## config.mk

```make
export PLATFORM = sky130hd
export DESIGN_NAME = pattern_window_counter
export DESIGN_NICKNAME = d
export VERILOG_FILES = /design/src/rtl/pattern_pkg.sv /design/src/rtl/window_timer.sv /design/src/rtl/pattern_window_counter.sv
export SDC_FILE = /design/constraint.sdc
export NUM_CORES = 1
export LEC_CHECK = 0
export ABC_CLOCK_PERIOD_IN_PS = 2200
export BUFFER_PORTS_ARGS = -buffer_cell sky130_fd_sc_hd__buf_2
export CAP_MARGIN = 30
export CELL_PAD_IN_SITES_DETAIL_PLACEMENT = 1
export CELL_PAD_IN_SITES_GLOBAL_PLACEMENT = 2
export CORE_MARGIN = 2
export CORE_UTILIZATION = 30
export CTS_BUF_LIST = sky130_fd_sc_hd__clkbuf_8
export DETAILED_ROUTE_END_ITERATION = 10
export GPL_TIMING_DRIVEN = 1
export PLACE_DENSITY = 0.67
export SKIP_CTS_REPAIR_TIMING = 1
export SYNTH_ARGS = -nofsm -noshare
export SYNTH_HDL_FRONTEND = slang
export SYNTH_SLANG_ARGS = --single-unit
export TNS_END_PERCENT = 5
```

## constraint.sdc

```tcl
create_clock -name clk -period 2.2 [get_ports clk]
set_clock_uncertainty 0.1 [all_clocks]
set_input_delay 0.22 -clock clk [delete_from_list [all_inputs] [get_ports clk]]
set_output_delay 0.22 -clock clk [all_outputs]
set_load 0.02 [all_outputs]
```

## src/rtl/pattern_pkg.sv

```systemverilog
// Shared types and default sizing for the pattern window counter.
package pattern_pkg;

    typedef enum logic {IDLE, RUN} wstate_t;

    localparam int unsigned DefaultWindow = 16;
    localparam int unsigned DefaultCntW   = 8;

endpackage

```

## src/rtl/window_timer.sv

```systemverilog
// Window position counter: counts run cycles 0..WINDOW-1 and flags the last cycle of each window.
module window_timer #(
    parameter int unsigned WINDOW = 16
) (
    input  logic clk,
    input  logic reset,
    input  logic run,
    input  logic clr,
    output logic win_end
);
    localparam int unsigned CntW = (WINDOW > 2) ? $clog2(WINDOW) : 1;
    localparam logic [CntW-1:0] LastCnt = CntW'(WINDOW - 1);

    logic [CntW-1:0] win_cnt_q, win_cnt_d;

    assign win_end = run && (win_cnt_q == LastCnt);

    // Any cycle that is not a sample restarts the window, so partial windows never resume.
    always_comb begin
        win_cnt_d = win_cnt_q;
        if (clr || !run || win_end) begin
            win_cnt_d = '0;
        end else begin
            win_cnt_d = win_cnt_q + CntW'(1);
        end
    end

    always_ff @(posedge clk or negedge reset) begin
        if (!reset) begin
            win_cnt_q <= '0;
        end else begin
            win_cnt_q <= win_cnt_d;
        end
    end

endmodule

```

## src/rtl/pattern_window_counter.sv

```systemverilog
// Counts detector pulses over WINDOW-cycle windows and publishes each count via valid/ready.
// Define PATTERN_CNT_SAT_EN for a saturating accumulator; otherwise it wraps.
module pattern_window_counter
    import pattern_pkg::*;
#(
    parameter int unsigned WINDOW = DefaultWindow,
    parameter int unsigned CNT_W  = DefaultCntW
) (
    input  logic             clk,
    input  logic             reset,
    input  logic             en,
    input  logic             clr,
    input  logic             det,
    input  logic             out_ready,
    output logic             out_valid,
    output logic [CNT_W-1:0] out_count,
    output logic             overrun,
    output logic             busy
);
    wstate_t          state_q, state_d;
    logic             run;
    logic             win_end;
    logic             handshake;
    logic [CNT_W-1:0] acc_q, acc_d;
    logic [CNT_W-1:0] result;
    logic             out_valid_q, out_valid_d;
    logic [CNT_W-1:0] out_count_q, out_count_d;
    logic             overrun_q, overrun_d;

    // A sample is taken only on RUN cycles that stay in RUN; the leaving edge discards.
    assign busy = (state_q == RUN);
    assign run  = busy && en;

    window_timer #(
        .WINDOW (WINDOW)
    ) u_window_timer (
        .clk     (clk),
        .reset   (reset),
        .run     (run),
        .clr     (clr),
        .win_end (win_end)
    );

    always_comb begin
        state_d = state_q;
        unique case (state_q)
            IDLE: if (en)  state_d = RUN;
            RUN:  if (!en) state_d = IDLE;
        endcase
    end

    // Accumulated count including the current sample.
    always_comb begin
`ifdef PATTERN_CNT_SAT_EN
        if (acc_q == {CNT_W{1'b1}}) begin
            result = acc_q;
        end else begin
            result = acc_q + CNT_W'(det);
        end
`else
        result = acc_q + CNT_W'(det);
`endif
    end

    always_comb begin
        acc_d = acc_q;
        if (clr || !run || win_end) begin
            acc_d = '0;
        end else begin
            acc_d = result;
        end
    end

    always_comb begin
        out_valid_d = out_valid_q;
        out_count_d = out_count_q;
        overrun_d   = overrun_q;
        handshake   = out_valid_q && out_ready;
        if (clr) begin
            out_valid_d = 1'b0;
            out_count_d = '0;
            overrun_d   = 1'b0;
        end else if (win_end) begin
            if (!out_valid_q || handshake) begin
                out_valid_d = 1'b1;
                out_count_d = result;
            end else begin
                // Pending result not yet taken: keep it, drop the new one.
                overrun_d = 1'b1;
            end
        end else if (handshake) begin
            out_valid_d = 1'b0;
        end
    end

    always_ff @(posedge clk or negedge reset) begin
        if (!reset) begin
            state_q     <= IDLE;
            acc_q       <= '0;
            out_valid_q <= 1'b0;
            out_count_q <= '0;
            overrun_q   <= 1'b0;
        end else begin
            state_q     <= state_d;
            acc_q       <= acc_d;
            out_valid_q <= out_valid_d;
            out_count_q <= out_count_d;
            overrun_q   <= overrun_d;
        end
    end

    assign out_valid = out_valid_q;
    assign out_count = out_count_q;
    assign overrun   = overrun_q;

endmodule

```

Word level (Yosys, flattened, before mapping)
Index checks and enable logic that the tools add are counted.
- register bits: 23
- input bits: 6
- output and inout bits: 11
- word-level logic and storage cells: 38
- $add $sub $neg: 2
- equality and inequality tests: 3
- muxes and demuxes: 13
- reductions and logical operators: 14
- operator list (kind ; count):
    8-bit two-way mux ; 4
    8-bit by 1-bit adder with 8-bit output ; 1
    1-bit two-way mux ; 8
    2-bit AND reduction ; 3
    4-bit by 1-bit adder with 4-bit output, second input constant ; 1
    4-bit == test, second input constant ; 1
    4-bit two-way mux ; 1
    2-bit nonzero test ; 2
    1-bit logical AND ; 3
    1-bit logical OR ; 3
    3-bit inequality test, second input constant ; 1
    3-bit nonzero test ; 1
    1-bit logical NOT ; 2
    2-bit inequality test, second input constant ; 1

Longest topological paths before layout
Gate-level depths: netlist of the first run.
- depth in word-level cells: 5
- depth in mapped cells: 5
- depth with buffers taken out: 5

Cells and area by module
A second synthesis of the first run with hierarchy kept.
- cells, all modules: 90
- area total of the unflattened synthesis: 967.2 µm²
- modules (own cells, without submodules) (module ; instances ; cells each ; area each (µm²) ; sequential area each (µm²)):
    pattern_window_counter ; 1 ; 73 ; 775.7 ; 475.5
    window_timer ; 1 ; 17 ; 191.4 ; 100.1

Least setup slack after synthesis of the first run
Ideal clock, no wire load.
- path type: flip-flop to flip-flop
- start point: register acc_q[0]
- end point: register out_count_q[6] (netlist: out_count[6])
- setup time: 0.099 ns
- arrival: 1.450 ns
- required time: 2.001 ns
- setup slack: 0.551 ns
- cell stages (with the launch flop): 6
- path buffers: 0
- period minus slack after synthesis: 1.649 ns
- path through: dfrtp_1 -> ha_1 -> ha_1 -> inv_1 -> or3_2 -> a311oi_1
- cells in the longest elaborated chain, start to end: 4
- RTL lines (item ; RTL line ; RTL):
    from (decl) ; pattern_window_counter.sv:24 ; logic [CNT_W-1:0] acc_q, acc_d;
    from (signal assigned) ; pattern_window_counter.sv:99 ; acc_q <= '0;
    from (signal assigned) ; pattern_window_counter.sv:105 ; acc_q <= acc_d;
    8-bit by 1-bit adder with 8-bit output ; pattern_window_counter.sv:61 ; result = acc_q + CNT_W'(det);
    8-bit two-way mux ; pattern_window_counter.sv:84 ; if (!out_valid_q || handshake) begin
    8-bit two-way mux ; pattern_window_counter.sv:83 ; end else if (win_end) begin
    8-bit two-way mux ; pattern_window_counter.sv:79 ; if (clr) begin
    to (signal assigned) ; pattern_window_counter.sv:107 ; out_count_q <= out_count_d;
    to (decl) ; pattern_window_counter.sv:27 ; logic [CNT_W-1:0] out_count_q, out_count_d;
Every way passes these cells. The select of a mux whose other input is x is not followed.
A chain may end at the register's enable or synchronous reset.

Final worst setup path of the first run
Same ends and word-level chain as after synthesis.

==> impl_metrics.env, run 1 <==
export IMPL_tns_ns=0
export IMPL_portBuffers=16
export IMPL_r2r_setup_slack_ns=0.43
export IMPL_syn_avg_cell_area_um2=10.7
export IMPL_dr_wl_met3_um=57
export IMPL_gp_congestion=0.738
export IMPL_pin_count=17
export IMPL_fin_nets=124
export IMPL_ys_seq_area_frac=0.560
export IMPL_start_kind="flop"
export IMPL_r2r_worst_path_cells=5
export IMPL_die_area_um2=3910
export IMPL_nFillCells=391
export IMPL_vias_per_cell=4.84
export IMPL_setup_worst_path_class="reg -> reg"
export IMPL_mostFrequentLayoutCells="23 x dfrtp_1, 16 x buf_2, 10 x nor2_1, 7 x inv_1"
export IMPL_grt_max_degree=24
export IMPL_fp_dieH_um=62.5
export IMPL_initial_utilization=0.310
export IMPL_drt_wl_total_mm=2.30
export IMPL_regToRegEndpoint="out_count[6]$_DFFE_PN0P_"
export IMPL_postRouteAntennaNets=0
export IMPL_dp_hpwl_mm=1.69
export IMPL_timing_final_crit_share=0.803
export IMPL_drt_pass1_iter_count=2
export IMPL_maxSlewViolCount=0
export IMPL_cp_max_fo=4
export IMPL_min_from="clr"
export IMPL_final_layout_size_suffix_gt1_frac=0.246
export IMPL_vias=775
export IMPL_period_minus_slack_ns=1.77
export IMPL_reg2reg_from="acc_q[0]$_DFF_PN0_"
export IMPL_hold_class="in -> reg"
export IMPL_clkSlewWorstSetupHoldPaths_ns=0.08
export IMPL_synthesis_instances=96
export IMPL_cts_tree="yes"
export IMPL_antenna_cells=0
export IMPL_gr_usage_all_layers=0.135
export IMPL_num_rows=21
export IMPL_synthToLayoutAreaGrowth_pct=19.0
export IMPL_grt_pass1_wl_mm=4.14
export IMPL_ys_types=27
export IMPL_wl_met2_mm=1.07
export IMPL_core_region_area_um2=3310
export IMPL_synthesis_nets=105
export IMPL_htree_levels=1
export IMPL_clockRootBuffer="clkbuf_8"
export IMPL_ir_worst_vdd_v=0.000180
export IMPL_final_common_cell="dfrtp_1"
export IMPL_drt_iter0_markers=38
export IMPL_setup_ws_ns=0.433
export IMPL_antenna_found_initial=0
export IMPL_grt_pass1_vias=859
export IMPL_drc=0
export IMPL_tightest_slew_ns=0.516
export IMPL_ctsLongestPathBuffers=2
export IMPL_dp_slack_ns=0.428
export IMPL_rsz0062_at_grt="false"
export IMPL_routedWlPerCell_um=14.4
export IMPL_max_slew_margin=0.656
export IMPL_netlist_area_um2=1030
export IMPL_finalSetupViolations=0
export IMPL_synthTopCellsByArea="dfrtp_1 56%, a31oi_1 3.7%, ha_1 3.7%, nor2_1 3.7%, a21oi_1 2.9%"
export IMPL_hold_end="out_count[0]$_DFFE_PN0P_"
export IMPL_synth_top_area_frac=0.560
export IMPL_cts_buffers=3
export IMPL_die_w_um=62.5
export IMPL_clock_fmax_mhz=566
export IMPL_min_path_cells=2
export IMPL_power_density_nw_per_um2=586
export IMPL_critPathRequiredTime_ns=2.27
export IMPL_clk_latency_ns=0.26
export IMPL_p_leak_nw=0.558
export IMPL_status="finished clean"
export IMPL_cts_sinks=23
export IMPL_wl_met1_mm=1.15
export IMPL_maxCapViolCount=0
export IMPL_synth_seq_cells=23
export IMPL_highest_layer="met4"
export IMPL_ys_warnings_count=0
export IMPL_yosys_area_top_type="dfrtp_1"
export IMPL_finalHoldViolations=0
export IMPL_gr_total_overflow=0
export IMPL_crit_arrival_ns=1.83
export IMPL_critPathCaptureType="flop"
==> metal layers <==
layer,vias up,global-route usage
li1,379,-
met1,385,0.174
met2,9,0.219
met3,2,0.0288
met4,0,0.0583
met5,-,0
==> metrics by stage <==
step                instance area (um^2)  hold WS [ns]  cells  total power [mW]  utilization
floorplan                           1030        -0.176     96             0.446            -
global placement                    1160         0.125    154             0.463        0.349
detailed placement                  1160         0.130    154             0.464        0.349
CTS                                 1200        -0.162    158             0.728        0.363
global route                        1220         0.184    160             0.758        0.369
finish                              1220         0.176    160             0.716        0.369
==> cells in the mapped netlist <==
master / number
dfrtp_1: 23
nor2_1: 10
inv_1: 7
a21oi_1: 6
a31oi_1: 6
clkbuf_1: 5
nand3_1: 5
a211oi_1: 3
ha_1: 3
nand2_1: 3
o21ai_0: 3
xor2_1: 3
a311oi_1: 2
a31o_2: 2
nand4_1: 2
xnor2_1: 2
a211o_1: 1
a311oi_2: 1
a41oi_1: 1
and3_1: 1
and4_1: 1
buf_2: 1
nand2b_1: 1
nand4_2: 1
or3_1: 1
or3_2: 1
or4b_4: 1
==> final cells by class <==
class,count,area (um^2),area share
flip-flops and latches,23,576,0.471
multi-input cells,60,402,0.329
repair buffers,20,115,0.0942
well taps,46,57.6,0.0471
clock buffers,3,41.3,0.0338
inverters,7,26.3,0.0215
clock inverters,1,5.00,0.00409
==> where the power goes <==
group / switching, mW / leakage [nW] / internal [mW]
Clock: 0.133 / 0.0255 / 0.126
Combinational: 0.0207 / 0.214 / 0.00965
Sequential: 0.00146 / 0.318 / 0.425
Total: 0.156 / 0.558 / 0.561
==> registers in the layout, summed over array words and instances (netlist names) <==
signal,flops
acc_q,8
out_count,8
u_window_timer.win_cnt_q,4
busy,1
out_valid,1
overrun,1
==> how the worst max path moves through the flow <==
stage	startpoint	end	slack [ns]	cells past startpoint
finish	acc_q[0]$_DFF_PN0_	out_count[6]$_DFFE_PN0P_	0.43	5
global route	acc_q[0]$_DFF_PN0_	out_count[6]$_DFFE_PN0P_	0.28	5
detailed placement	acc_q[0]$_DFF_PN0_	out_count[6]$_DFFE_PN0P_	0.43	5
floorplan	acc_q[0]$_DFF_PN0_	out_count[6]$_DFFE_PN0P_	0.55	5
CTS	acc_q[0]$_DFF_PN0_	out_count[6]$_DFFE_PN0P_	0.41	5
global placement	acc_q[0]$_DFF_PN0_	out_count[6]$_DFFE_PN0P_	0.51	5
==> worst max-delay path: stages, from the launching register on <==
cell      delay [ns]
dfrtp_1         0.33
ha_1            0.21
ha_1            0.22
inv_1           0.06
or3_2           0.49
a311oi_1        0.26
==> logic make-up after synthesis <==
group	synth area share
compound gates	0.168
xor+xnor	0.0426
fa+ha+maj	0.0365
buf+inv	0.0487
flops	0.560
simple gates	0.144
Note: power is estimated with default switching activity, not from simulation.
==> run 2: changes to the inputs <==
Settings changed: ABC_CLOCK_PERIOD_IN_PS 2200 to 1400, PLACE_DENSITY 0.67 to 0.69.
Clock period 2.2 ns to 1.4 ns, I/O delays scaled along.
==> impl_metrics.env, run 2 (same netlist as run 1, synthesis figures left out) <==
export IMPL_status="finished with violations"
export IMPL_violations="setup timing"
export IMPL_vias_per_cell=4.83
export IMPL_initial_utilization=0.310
export IMPL_max_slew_margin=0.648
export IMPL_num_rows=21
export IMPL_fp_dieH_um=62.5
export IMPL_clkSlewWorstSetupHoldPaths_ns=0.08
export IMPL_clk_latency_ns=0.26
export IMPL_final_cells=172
export IMPL_antenna_found_initial=0
export IMPL_hold_class="in -> reg"
export IMPL_die_w_um=62.5
export IMPL_drt_pass1_iter_count=4
export IMPL_nFillCells=392
export IMPL_grt_pass1_vias=907
export IMPL_portBuffers=16
export IMPL_reg2reg_from="acc_q[0]$_DFF_PN0_"
export IMPL_placed_cells=166
export IMPL_maxCapViolCount=0
export IMPL_final_common_cell="dfrtp_1"
export IMPL_dp_hpwl_mm=1.82
export IMPL_seq_area_um2=576
export IMPL_pin_count=17
export IMPL_postRouteAntennaNets=0
export IMPL_ctsLongestPathBuffers=2
export IMPL_clockRootBuffer="clkbuf_8"
export IMPL_crit_arrival_ns=1.60
export IMPL_grt_max_degree=24
export IMPL_intPower_mw=0.883
export IMPL_cts_sinks=23
export IMPL_hold_end="overrun$_DFFE_PN0P_"
export IMPL_power_mw=1.12
export IMPL_cts_tree="yes"
export IMPL_cts_buffers=3
export IMPL_swShare=0.214
export IMPL_maxSlewViolCount=0
export IMPL_combPwrFrac=0.051
export IMPL_core_region_area_um2=3310
export IMPL_fin_area_um2=1410
export IMPL_regToRegEndpoint="out_count[7]$_DFFE_PN0P_"
export IMPL_min_from="clr"
export IMPL_setup_worst_path_class="reg -> reg"
export IMPL_netSwitchingPower_mw=0.240
export IMPL_setup_ws_ns=-0.128
export IMPL_gp_congestion=0.763
export IMPL_critPathRequiredTime_ns=1.47
export IMPL_tns_ns=-0.276
export IMPL_multi_input_area_um2=492
export IMPL_critPathCaptureType="flop"
export IMPL_dpl_cell_area_um2=1270
export IMPL_routedWlPerCell_um=14.7
export IMPL_finalSetupViolations=5
export IMPL_finalHoldViolations=0
export IMPL_drc=0
export IMPL_clock_fmax_mhz=654
export IMPL_min_path_cells=2
export IMPL_r2r_setup_slack_ns=-0.13
export IMPL_r2r_worst_path_cells=4
export IMPL_power_density_nw_per_um2=799
export IMPL_fin_nets=136
export IMPL_final_layout_size_suffix_gt1_frac=0.413
export IMPL_p_leak_nw=0.623
export IMPL_power_frac_seq=0.597
export IMPL_antenna_cells=0
export IMPL_drt_iter0_markers=42
export IMPL_gr_total_overflow=0
export IMPL_mostFrequentLayoutCells="23 x dfrtp_1, 16 x buf_2, 13 x buf_4, 10 x nor2_1, 8 x inv_1"
export IMPL_grt_pass1_wl_mm=4.24
export IMPL_utilization=0.424
export IMPL_power_clock_fraction=0.352
export IMPL_tightest_slew_ns=0.528
export IMPL_gr_usage_all_layers=0.137
export IMPL_drt_wl_total_mm=2.53
export IMPL_ir_worst_vdd_v=0.000389
export IMPL_period_minus_slack_ns=1.53
export IMPL_cp_max_fo=3
export IMPL_die_area_um2=3910
export IMPL_synthToLayoutAreaGrowth_pct=36.8
export IMPL_timing_final_crit_share=1.09
export IMPL_htree_levels=1
export IMPL_rsz0062_at_grt="true"
export IMPL_start_kind="flop"
export IMPL_vias=830
-- run 2: worst max-delay path by stage --
stage,from,end,slack [ns],cells past startpoint
after floorplan,acc_q[0]$_DFF_PN0_,out_count[7]$_DFFE_PN0P_,-0.08,4
final,acc_q[0]$_DFF_PN0_,out_count[7]$_DFFE_PN0P_,-0.13,4
after global routing,acc_q[0]$_DFF_PN0_,out_count[7]$_DFFE_PN0P_,-0.19,4
after detailed placement,acc_q[0]$_DFF_PN0_,out_count[7]$_DFFE_PN0P_,-0.12,4
after CTS,acc_q[0]$_DFF_PN0_,out_count[7]$_DFFE_PN0P_,-0.14,4
after global placement,acc_q[0]$_DFF_PN0_,out_count[7]$_DFFE_PN0P_,-0.1,4
-- run 2: power by group through the flow --
stage                     combinational, mW  clock [mW]  sequential (mW)
final                                0.0576       0.395            0.670
after global routing                 0.0659       0.452            0.671
after CTS                            0.0520       0.421            0.670
after detailed placement             0.0521           0            0.684
after global placement               0.0509           0            0.683
after floorplan                      0.0176           0            0.685
-- run 2: per-stage QoR --
| stage | hold slack, ns | worst slack, ns |
|---|---|---|
| CTS | -0.229 | -0.136 |
| floorplan | -0.256 | -0.0801 |
| finish | 0.137 | -0.128 |
| global placement | 0.0512 | -0.0997 |
| global route | 0.155 | -0.188 |
| detailed placement | 0.0599 | -0.118 |
-- run 2: critical path, stage by stage, from the launching register on --
cell and delay (ns):
dfrtp_1 0.37, ha_4 0.16, nand2_2 0.06, or4b_4 0.49, a311oi_2 0.26
-- run 2: layer usage --
metal | GRT usage | vias up | wire [um]
li1 | - | 399 | -
met5 | 0 | - | 0
met3 | 0.0360 | 2 | 68
met4 | 0.0250 | 0 | 8
met1 | 0.175 | 419 | 1100
met2 | 0.234 | 10 | 1350
-- run 2: layout make-up --
type / instances / share of cell area
Timing Repair Buffer: 32 / 0.149
Clock inverter: 1 / 0.00267
Multi-Input combinational cell: 60 / 0.350
Clock buffer: 3 / 0.0294
Sequential cell: 23 / 0.410
Inverter: 7 / 0.0187
Tap cell: 46 / 0.0410
